===== config.mk =====
export PLATFORM = sky130hd
export DESIGN_NAME = coin_validator
export DESIGN_NICKNAME = d
export VERILOG_FILES = /design/src/rtl/coin_validator.sv
export SDC_FILE = /design/constraint.sdc
export NUM_CORES = 1
export LEC_CHECK = 0
export ABC_AREA = 0
export BUFFER_PORTS_ARGS = -buffer_cell sky130_fd_sc_hd__buf_2
export CAP_MARGIN = 5
export CORE_MARGIN = 1.5
export CORE_UTILIZATION = 50
export DETAILED_ROUTE_END_ITERATION = 10
export GPL_ROUTABILITY_DRIVEN = 0
export PLACE_DENSITY_LB_ADDON = 0.12
export SYNTH_ARGS = -nofsm -noshare
export SYNTH_HDL_FRONTEND = slang
export SYNTH_SLANG_ARGS = --single-unit

===== constraint.sdc =====
create_clock -name clk -period 2.5 [get_ports clk]
set_input_delay 0.5 -clock clk [delete_from_list [all_inputs] [get_ports clk]]
set_output_delay 0.5 -clock clk [all_outputs]
set_load 0.02 [all_outputs]

===== src/rtl/coin_validator.sv =====
// Coin-chute front end: synchronises and debounces two coin sensors, measures
// the filtered pulse width and emits one registered credit code or reject pulse per coin.
module coin_validator #(
    parameter int DEBOUNCE  = 4,
    parameter int MIN_WIDTH = 8,
    parameter int MAX_WIDTH = 64
) (
    input  logic       clk,
    input  logic       rst,
    input  logic       sense_50,
    input  logic       sense_100,
    input  logic       inhibit,
    output logic [1:0] x,
    output logic       reject
);
    localparam int CW = (DEBOUNCE > 1) ? $clog2(DEBOUNCE) : 1;
    localparam int WW = $clog2(MAX_WIDTH + 2);
    localparam logic [CW-1:0] DB_LAST  = CW'(DEBOUNCE - 1);
    localparam logic [WW-1:0] MIN_W    = WW'(MIN_WIDTH);
    localparam logic [WW-1:0] MAX_W    = WW'(MAX_WIDTH);
    localparam logic [WW-1:0] JAM_W    = WW'(MAX_WIDTH + 1);
    localparam logic [WW-1:0] ONE_W    = WW'(1);

    // Bit 0 is the 50-cent chute, bit 1 the 1-euro chute.
    logic [1:0] sense_raw;
    logic [1:0] filt;
    logic [1:0] rise;

    assign sense_raw = {sense_100, sense_50};

    genvar gi;
    generate
        for (gi = 0; gi < 2; gi++) begin : g_chan
            logic          sync1_reg;
            logic          sync2_reg;
            logic          filt_reg;
            logic          filt_d_reg;
            logic [CW-1:0] cnt_reg;

            always_ff @(posedge clk or posedge rst) begin
                if (rst) begin
                    sync1_reg  <= 1'b0;
                    sync2_reg  <= 1'b0;
                    filt_reg   <= 1'b0;
                    filt_d_reg <= 1'b0;
                    cnt_reg    <= '0;
                end else begin
                    sync1_reg  <= sense_raw[gi];
                    sync2_reg  <= sync1_reg;
                    filt_d_reg <= filt_reg;
                    // Rising and falling edges take the same number of samples,
                    // so a filtered pulse keeps the width of the raw one.
                    if (sync2_reg == filt_reg) begin
                        cnt_reg <= '0;
                    end else if (cnt_reg == DB_LAST) begin
                        filt_reg <= sync2_reg;
                        cnt_reg  <= '0;
                    end else begin
                        cnt_reg <= cnt_reg + 1'b1;
                    end
                end
            end

            assign filt[gi] = filt_reg;
            assign rise[gi] = filt_reg & ~filt_d_reg;
        end
    endgenerate

    typedef enum logic [1:0] {IDLE, MEASURE, DRAIN} state_t;

    state_t        state_reg, state_next;
    logic [WW-1:0] width_reg, width_next;
    logic          coin_reg, coin_next;
    logic          invalid_reg, invalid_next;
    logic [1:0]    x_reg, x_next;
    logic          reject_reg, reject_next;

    logic own_level;
    logic other_level;
    logic bad_coin;

    assign own_level   = coin_reg ? filt[1] : filt[0];
    assign other_level = coin_reg ? filt[0] : filt[1];
    assign bad_coin    = invalid_reg | other_level;

    always_ff @(posedge clk or posedge rst) begin
        if (rst) begin
            state_reg   <= IDLE;
            width_reg   <= '0;
            coin_reg    <= 1'b0;
            invalid_reg <= 1'b0;
            x_reg       <= 2'b00;
            reject_reg  <= 1'b0;
        end else begin
            state_reg   <= state_next;
            width_reg   <= width_next;
            coin_reg    <= coin_next;
            invalid_reg <= invalid_next;
            x_reg       <= x_next;
            reject_reg  <= reject_next;
        end
    end

    always_comb begin
        state_next   = state_reg;
        width_next   = width_reg;
        coin_next    = coin_reg;
        invalid_next = invalid_reg;
        x_next       = 2'b00;
        reject_next  = 1'b0;
        case (state_reg)
            IDLE: begin
                if (rise == 2'b11) begin
                    reject_next = 1'b1;
                    state_next  = DRAIN;
                end else if (rise != 2'b00) begin
                    state_next   = MEASURE;
                    coin_next    = rise[1];
                    width_next   = ONE_W;
                    invalid_next = 1'b0;
                end
            end
            MEASURE: begin
                invalid_next = bad_coin;
                if (!own_level) begin
                    // inhibit only matters in the cycle the coin leaves the sensor
                    if (width_reg >= MIN_W && width_reg <= MAX_W && !bad_coin && !inhibit) begin
                        x_next = coin_reg ? 2'b10 : 2'b01;
                    end else begin
                        reject_next = 1'b1;
                    end
                    state_next = IDLE;
                    width_next = '0;
                end else if (width_reg == JAM_W) begin
                    reject_next = 1'b1;
                    state_next  = DRAIN;
                    width_next  = '0;
                end else begin
                    width_next = width_reg + 1'b1;
                end
            end
            DRAIN: begin
                if (filt == 2'b00) begin
                    state_next = IDLE;
                end
            end
            default: state_next = IDLE;
        endcase
    end

    assign x      = x_reg;
    assign reject = reject_reg;

endmodule

# Word level (Yosys, flattened, before mapping)
# Index checks and enable logic that the tools add are counted.
[classes]
addsub = 3
order_cmp = 2
n_eq_ne = 13
muxes = 29
bitwise_logic = 8
n_reduce_logical = 14
[ops]
columns = ["operator", "count"]
rows = [
  ["2-to-1 mux 7 bit", 4],
  ["2-to-1 mux 2 bit", 13],
  ["case mux 7 bit (2 select lines)", 1],
  ["AND reduction 3 bit", 3],
  ["== test 2 bit (second input constant)", 4],
  ["2-to-1 mux 1 bit", 8],
  ["adder 7 x 1 -> 7 bit (second input constant)", 1],
  ["== test 7 bit (second input constant)", 1],
  [">= comparator 7 x 4 -> 1 bit (second input constant)", 1],
  ["<= comparator 7 bit (second input constant)", 1],
  ["!= test 2 bit (second input constant)", 3],
  ["!= test 3 bit (second input constant)", 2],
  ["case mux 2 bit (3 select lines)", 1],
  ["inverter 1 bit", 5],
  ["adder 2 x 1 -> 2 bit (second input constant)", 2],
  ["zero test 2 bit", 2],
  ["case mux 1 bit (2 select lines)", 2],
  ["AND reduction 2 bit", 2],
  ["nonzero test 2 bit", 2],
  ["logical AND 1 bit", 3],
  ["AND 1 bit", 2],
  ["== test 1 bit", 2],
  ["== test 2 x 1 -> 1 bit (second input constant)", 1],
  ["zero test 1 bit", 2],
  ["bitwise OR 1 bit", 1],
]
[word_totals]
regBits = 26
input_bits = 5
output_inout_bits = 3
word_cells = 85

# Depth between registers and ports, before layout
# Gate-level depths: netlist of the first run.
[logic_depth]
ltp_word = 8
ltp_mapped = 7
mapped_depth_nobuf = 6

# Worst setup path before layout of the first run
# Ideal clock, no wire load.
[synth_path]
path_type = "register to register"
start = "reg g_chan[1].filt_reg"
end = "reg width_reg[2]"
setup_ns = 0.087
arrival_ns = 1.678
t_required_ns = 2.413
slack_ns = 0.735
stages_incl_launch_ff = 8
n_path_buf = 1
period_less_slack_ns = 1.765
cell_sequence = "dfrtp_1 -> nand2b_1 -> inv_1 -> ha_1 -> o21ba_2 -> buf_6 -> or4_1 -> a22oi_1"
[synth_between]
elab_chain_cells = 4
word_cells_on_any_way = 9
cone_classes = "3 x eq/ne; 3 x mux; 1 x bitwise; 2 x reduce/logical"
[synth_rtl]
columns = ["element", "line_no", "text"]
rows = [
  ["start: declaration", "36", "logic filt_reg;"],
  ["start signal: assignment", "56", "filt_reg <= sync2_reg;"],
  ["AND 1 bit (*)", "65", "assign rise[gi] = filt_reg & ~filt_d_reg;"],
  ["via rise[1]", "27", "logic [1:0] rise;"],
  ["== test 2 bit / nonzero test 2 bit (equally long branches)", "113, 116", ""],
  ["!= test 2 bit (no source line)", "-", ""],
  ["AND reduction 3 bit (no source line) (*)", "-", ""],
  ["end signal: assignment", "96", "width_reg <= width_next;"],
  ["end: declaration", "72", "logic [WW-1:0] width_reg, width_next;"],
]
# Mark *: on every way through the listed nets, which the timed path passes. The rest lies on a longest branch.
# A chain may end at the register's enable or synchronous reset.

# Final worst setup path of the first run
[layout_path]
start = "reg g_chan[1].filt_reg"
end = "reg width_reg[6]"
# The elaborated chain is that of the path after synthesis.

==> implementation parameters, run 1 <==
Parameter                              Value

Finish
  Number of diodes added for antenna fixing ... 0
  Final core occ ... 0.591
  Number of inserted filler cells in the final layout ... 191
  Area growth syn-to-layout ... 9.46%
  Number of flip-flops under the largest register name ... 7
  Number of standard cells in the layout, taps in and fillers out ... 143
  Number of nets in the layout ... 128
  Post-route cell area ... 1330 sq um
  Share of post-route cells with drive strength above 1 ... 0.174

Detailed routing
  Antenna-violating nets left ... 0
  Via density ... 5.66
  Vias after detailed routing ... 809
  Number of DRC violations after detailed-routing iteration 0 ... 12
  Count of unresolved DRC violations after routing ... 0
  Routed len/inst ... 14.3 um
  1st-pass router iterations ... 3
  Overall routed net length ... 2040 um

Min path
  Path type of the worst min-delay path ... in2async

Timing
  Achievable Freq ... 513 MHz
  Worst clock skew ... 0.0113 ns
  Fin Setup TNS ... 0 ns
  Unrepaired setup endpoints after global routing ... no
  Number of endpoints with negative hold slack in the final report ... 0
  Slew margin rel. ... 0.737
  Final setup vio count ... 0
  Measured slew at the worst slew-check pin ... 0.394 ns
  Final min period ... 1.95 ns
  Worst hold slack ... 0.201 ns
  Final clock period utilization by the worst path ... 0.780
  Max-slew violations ... 0
  Least setup slack across all paths after layout ... 0.550 ns

Floorplanning
  Chip width ... 52.3 um
  Core Box Area ... 2250 sq um
  Number of primary I/O pins ... 8
  Vertical die dimension ... 52.3 um
  Number of placement rows ... 17
  Die area ... 2740 sq um
  Effective utilization at floorplan ... 0.540

GRT
  Total overflow reported by the global router ... 0
  Initial antenna violation count ... 0
  Wire length of the first global-routing pass ... 3660 um
  GRT Resource Usage Total ... 0.186
  Number of global-route vias before repair ... 783
  Largest net degree at the start of global routing ... 27

Worst setup path
  Worst Setup End Kind ... register
  Signal arrival time at the worst endpoint ... 2.19 ns
  Worst reg2reg path depth ... 6
  Crit start category ... register
  R2r endpoint ... width_reg[6]
  Critical path type ... reg2reg
  Setup slack, reg-to-reg ... 0.55 ns
  Max Fanout on Critical Path ... 12
  R2R Path Start ... g_chan[1].filt_reg
  Data required time at the worst endpoint ... 2.74 ns

Placed design
  Detailed placer's ending HPWL ... 1480 um
  Post-Place Cells ... 139
  Placement Cell Area ... 1280 sq um
  Count of input and output buffers ... 7
  Post-place setup slack ... 0.585 ns

CTS
  Number of hold buffers added after cts ... 0
  Clock root buffer ... sky130_fd_sc_hd__clkbuf_4
  Number of buffers between clock root and the deepest sink ... 2
  TritonCTS clock tree ... built
  Number of buffers inserted to repair setup after CTS ... 0
  CTS Sinks ... 26
  Number of CTS-inserted buffers ... 3
  Clock-pin slew on the worst setup and hold paths ... 0.14 ns
  H-tree lvl count ... 1
  Source-to-sink clock delay at the later pin of the worst-skew pair ... 0.32 ns
  Quantity of gates resized following cts ... 0

Run
  Max-cap viol count ... 0

Status
  Run status ... finished clean

Yosys
  Top cell type's share of synthesized area ... 0.534
  Net count after synthesis ... 117
  Fraction of registers with async set or reset after synthesis ... 1.00
  Warnings, synthesis ... 0
  Library cell occupying the most area in the post-synthesis netlist ... sky130_fd_sc_hd__dfrtp_1
  Count of flip-flops with a built-in enable after synthesis ... 0
  Portion of the post-synthesis area used by sequential elements ... 0.534
  Most instantiated flip-flop cell in the synthesis netlist ... sky130_fd_sc_hd__dfrtp_1
  Cell area after synthesis ... 1220 sq um
  Dominant cells by area after synthesis ... sky130_fd_sc_hd__dfrtp_1 53%, sky130_fd_sc_hd__ha_1 7.2%, sky130_fd_sc_hd__a22oi_1 3.7%
  Post-synth cell types ... 34
  Post-synthesis sequential element count ... 26
  Cell count after synthesis ... 105
  Average footprint of a synthesized cell ... 11.6 sq um

Power and ir drop
  Pwr Total ... 1.42 mW
  Largest vdd supply drop ... 0.616 mV
  Static Leak ... 0.625 nW
  Power density over the cells ... 1060 nW/um^2
[layout by cell type (no fill, tap or decap), drive strengths merged]
cell	instances
a32o	1
or3b	1
o21ai	4
o2bb2ai	1
dfrtp	26
o22ai	1
nand3b	1
inv	7
nand2	4
nand2b	3
a22oi	6
bufinv	1
mux2	3
or2	1
nor2	3
nor2b	3
o211ai	3
or4	3
and2	1
clkbuf	3
a211oi	1
ha	7
and3b	1
a31o	1
buf	8
o21ba	1
a21oi	2
nand4b	2
o31ai	4
nor3	4
nor4	1
xnor2	2
or3	4
mux2i	1
[kinds of logic after synthesis]
group / Yosys count / synth area share
AO/OA/AOI/OAI: 25 / 0.151
flip-flops: 26 / 0.534
XOR/XNOR: 2 / 0.0144
AND/OR/NAND/NOR: 32 / 0.158
adder cells (fa/ha/maj): 7 / 0.0719
multiplexers: 4 / 0.0360
buffers and inverters: 9 / 0.0339
[worst max-delay path by stage]
stage,start,endpoint,slack (ns),cells after the start
finish,g_chan[1].filt_reg,width_reg[6],0.55,6
global route,g_chan[1].filt_reg,width_reg[5],0.42,6
CTS,g_chan[1].filt_reg,width_reg[6],0.56,6
detailed placement,g_chan[1].filt_reg,width_reg[5],0.59,6
global placement,g_chan[1].filt_reg,width_reg[6],0.64,6
floorplan,g_chan[1].filt_reg,width_reg[2],0.73,7
[power breakdown]
part | internal [mW] | leakage (nW) | switching (mW)
Clock | 0.162 | 0.0279 | 0.122
Combinational | 0.219 | 0.263 | 0.278
Sequential | 0.531 | 0.333 | 0.106
[per-layer routing]
layer,up-vias,share of wire,track usage
met5,-,0,0
met4,0,0.017,0.0769
met3,5,0.022,0.0343
met2,9,0.47,0.275
met1,382,0.49,0.267
li1,413,-,-
[worst max-delay path, cell delays in order (launching register included)]
cell and delay [ns]:
sky130_fd_sc_hd__dfrtp_1 0.49, sky130_fd_sc_hd__nand2b_1 0.15, sky130_fd_sc_hd__inv_1 0.05, sky130_fd_sc_hd__ha_1 0.22, sky130_fd_sc_hd__o21ba_2 0.29, sky130_fd_sc_hd__or4_1 0.51
sky130_fd_sc_hd__a22oi_1 0.16
[layout make-up]
type                            instances  area (sq um)  share of cell area
Clock inverter                          1          30.0              0.0225
Tap cell                               28          35.0              0.0263
Timing Repair Buffer                    8          42.5              0.0319
Inverter                                7          26.3              0.0197
Clock buffer                            3          22.5              0.0169
Sequential cell                        26           651               0.488
Multi-Input combinational cell         70           526               0.394
[synthesized netlist by cell type (all sizes together), types with 2 or more instances]
cell,number
inv,7
o211ai,3
xnor2,2
nand2,4
nand2b,3
dfrtp,26
mux2,3
nor2b,3
a21oi,2
or3,4
a22oi,6
nand4b,2
o21ai,4
nor3,4
o31ai,4
or4,3
nor2,3
ha,7
Power figures use the tool's default switching activity.
==> inputs of run 2 (changes only) <==
- clock period: 2.5 -> 1.55 ns (I/O delays scaled with it)
==> run 2 against run 1 <==
First-iteration DRC count up 75%; total power up 93%; design area up 13%; the run now ends with negative setup slack left; routed wire length up 12%; global-route usage up 0.58 points; setup slack worse by 0.61 ns; sequential share of layout area down 5.6 points.
==> implementation parameters, run 2 (synthesis gave the netlist of run 1 again) <==
Parameter                              Value

Timing
  Worst clock skew ... 0.00561 ns
  Final min period ... 1.61 ns
  Achievable Freq ... 621 MHz
  Fin Setup TNS ... -0.133 ns
  Slew margin rel. ... 0.764
  Worst hold slack ... 0.0291 ns
  Max-slew violations ... 0
  Measured slew at the worst slew-check pin ... 0.353 ns
  Least setup slack across all paths after layout ... -0.0609 ns
  Final setup vio count ... 3
  Final clock period utilization by the worst path ... 1.04
  Number of endpoints with negative hold slack in the final report ... 0
  Unrepaired setup endpoints after global routing ... yes

GRT
  Initial antenna violation count ... 0
  Total overflow reported by the global router ... 0
  GRT Resource Usage Total ... 0.192
  Wire length of the first global-routing pass ... 3910 um
  Number of global-route vias before repair ... 903
  Largest net degree at the start of global routing ... 27

Finish
  Area growth syn-to-layout ... 23.5%
  FF+latch area ... 651 sq um
  Number of flip-flops under the largest register name ... 7
  Leading cell type in the layout, fill and taps excluded ... sky130_fd_sc_hd__dfrtp_1
  Post-route cell area ... 1500 sq um
  Multi-input combinational cell area ... 614 sq um
  Share of post-route cells with drive strength above 1 ... 0.354
  Leading cell types in the layout, fill and taps excluded ... 26 x sky130_fd_sc_hd__dfrtp_1, 12 x sky130_fd_sc_hd__buf_4, 7 x sky130_fd_sc_hd__buf_2
  Number of diodes added for antenna fixing ... 0
  Number of inserted filler cells in the final layout ... 185
  Number of nets in the layout ... 140

CTS
  Number of CTS-inserted buffers ... 3
  Clock root buffer ... sky130_fd_sc_hd__clkbuf_4
  CTS Sinks ... 26
  Number of buffers between clock root and the deepest sink ... 2
  Source-to-sink clock delay at the later pin of the worst-skew pair ... 0.31 ns
  H-tree lvl count ... 1
  TritonCTS clock tree ... built
  Number of hold buffers added after cts ... 0
  Clock-pin slew on the worst setup and hold paths ... 0.14 ns

Worst setup path
  Data required time at the worst endpoint ... 1.78 ns
  R2r endpoint ... width_reg[6]
  R2R Path Start ... g_chan[0].filt_reg
  Critical path type ... reg2reg
  Worst Setup End Kind ... register
  Signal arrival time at the worst endpoint ... 1.84 ns
  Crit start category ... register
  Setup slack, reg-to-reg ... -0.06 ns
  Max Fanout on Critical Path ... 5
  Worst reg2reg path depth ... 6

Status
  Run status ... complete, but fails checks
  Violations in the final reports ... negative setup slack

Floorplanning
  Number of primary I/O pins ... 8
  Vertical die dimension ... 52.3 um
  Chip width ... 52.3 um
  Core Box Area ... 2250 sq um
  Effective utilization at floorplan ... 0.540
  Die area ... 2740 sq um
  Number of placement rows ... 17

Detailed routing
  Overall routed net length ... 2290 um
  Via density ... 5.85
  Number of DRC violations after detailed-routing iteration 0 ... 21
  Routed len/inst ... 14.7 um
  Count of unresolved DRC violations after routing ... 0
  1st-pass router iterations ... 4
  Antenna-violating nets left ... 0
  Vias after detailed routing ... 907

Placed design
  Count of input and output buffers ... 7
  Detailed placer's ending HPWL ... 1620 um
  Placement Cell Area ... 1370 sq um
  Post-place setup slack ... -0.0547 ns

Power and ir drop
  Power density over the cells ... 1820 nW/um^2
  Largest vdd supply drop ... 1.03 mV
  Static Leak ... 0.696 nW
  Pwr Total ... 2.73 mW

Min path
  Path type of the worst min-delay path ... in2async

Run
  Max-cap viol count ... 0
==> run 2: where the power goes <==
group | switching, mW | total [mW] | internal [mW]
logic | 0.650 | 1.28 | 0.633
registers | 0.136 | 0.992 | 0.857
clock network | 0.196 | 0.457 | 0.261
==> run 2: area by class of cell <==
cell class / count / area share
clock buffer: 3 / 0.0150
clock inverter: 1 / 0.0200
inverter: 7 / 0.0175
multi-input combinational: 71 / 0.408
sequential: 26 / 0.433
tap: 28 / 0.0233
timing repair buffer: 19 / 0.0832
==> run 2: worst max-delay path by stage <==
stage	start	to	slack [ns]	cells after the start
3_5_place_dp	g_chan[1].filt_d_reg	width_reg[6]	-0.05	5
6_report	g_chan[0].filt_reg	width_reg[6]	-0.06	6
4_1_cts	g_chan[0].filt_reg	width_reg[2]	-0.08	6
2_1_floorplan	g_chan[1].filt_reg	width_reg[2]	-0.13	7
5_1_grt	g_chan[0].filt_reg	width_reg[6]	-0.13	6
3_3_place_gp	g_chan[1].filt_d_reg	width_reg[2]	-0.01	5
==> run 2: stage by stage <==
stage	utilization	cells
3_3_place_gp	0.606	149
5_1_grt	0.667	155
2_1_floorplan	-	105
6_report	0.667	155
4_1_cts	0.644	154
3_5_place_dp	0.606	149
==> run 2: what timing repair did <==
action	CTS	global route
pin swaps	3	3
resized for setup	4	10
setup buffers	0	1
endpoints found under the hold margin	0	0
gates cloned	1	0
setup endpoints to repair	5	9
==> run 2: metal layers <==
layer	up-vias	track usage	wire length (um)
met5	-	0	0
met4	0	0.0385	27
met3	4	0.0400	72
met2	24	0.335	1130
met1	444	0.244	1060
li1	435	-	-
==> run 2: critical path, cell delays in order, from the launching register on <==
cell and delay [ns]:
sky130_fd_sc_hd__dfrtp_1 0.45, sky130_fd_sc_hd__nand2b_4 0.11, sky130_fd_sc_hd__inv_2 0.05, sky130_fd_sc_hd__ha_4 0.17, sky130_fd_sc_hd__o21ba_4 0.21, sky130_fd_sc_hd__or4_1 0.40
sky130_fd_sc_hd__a22oi_1 0.15
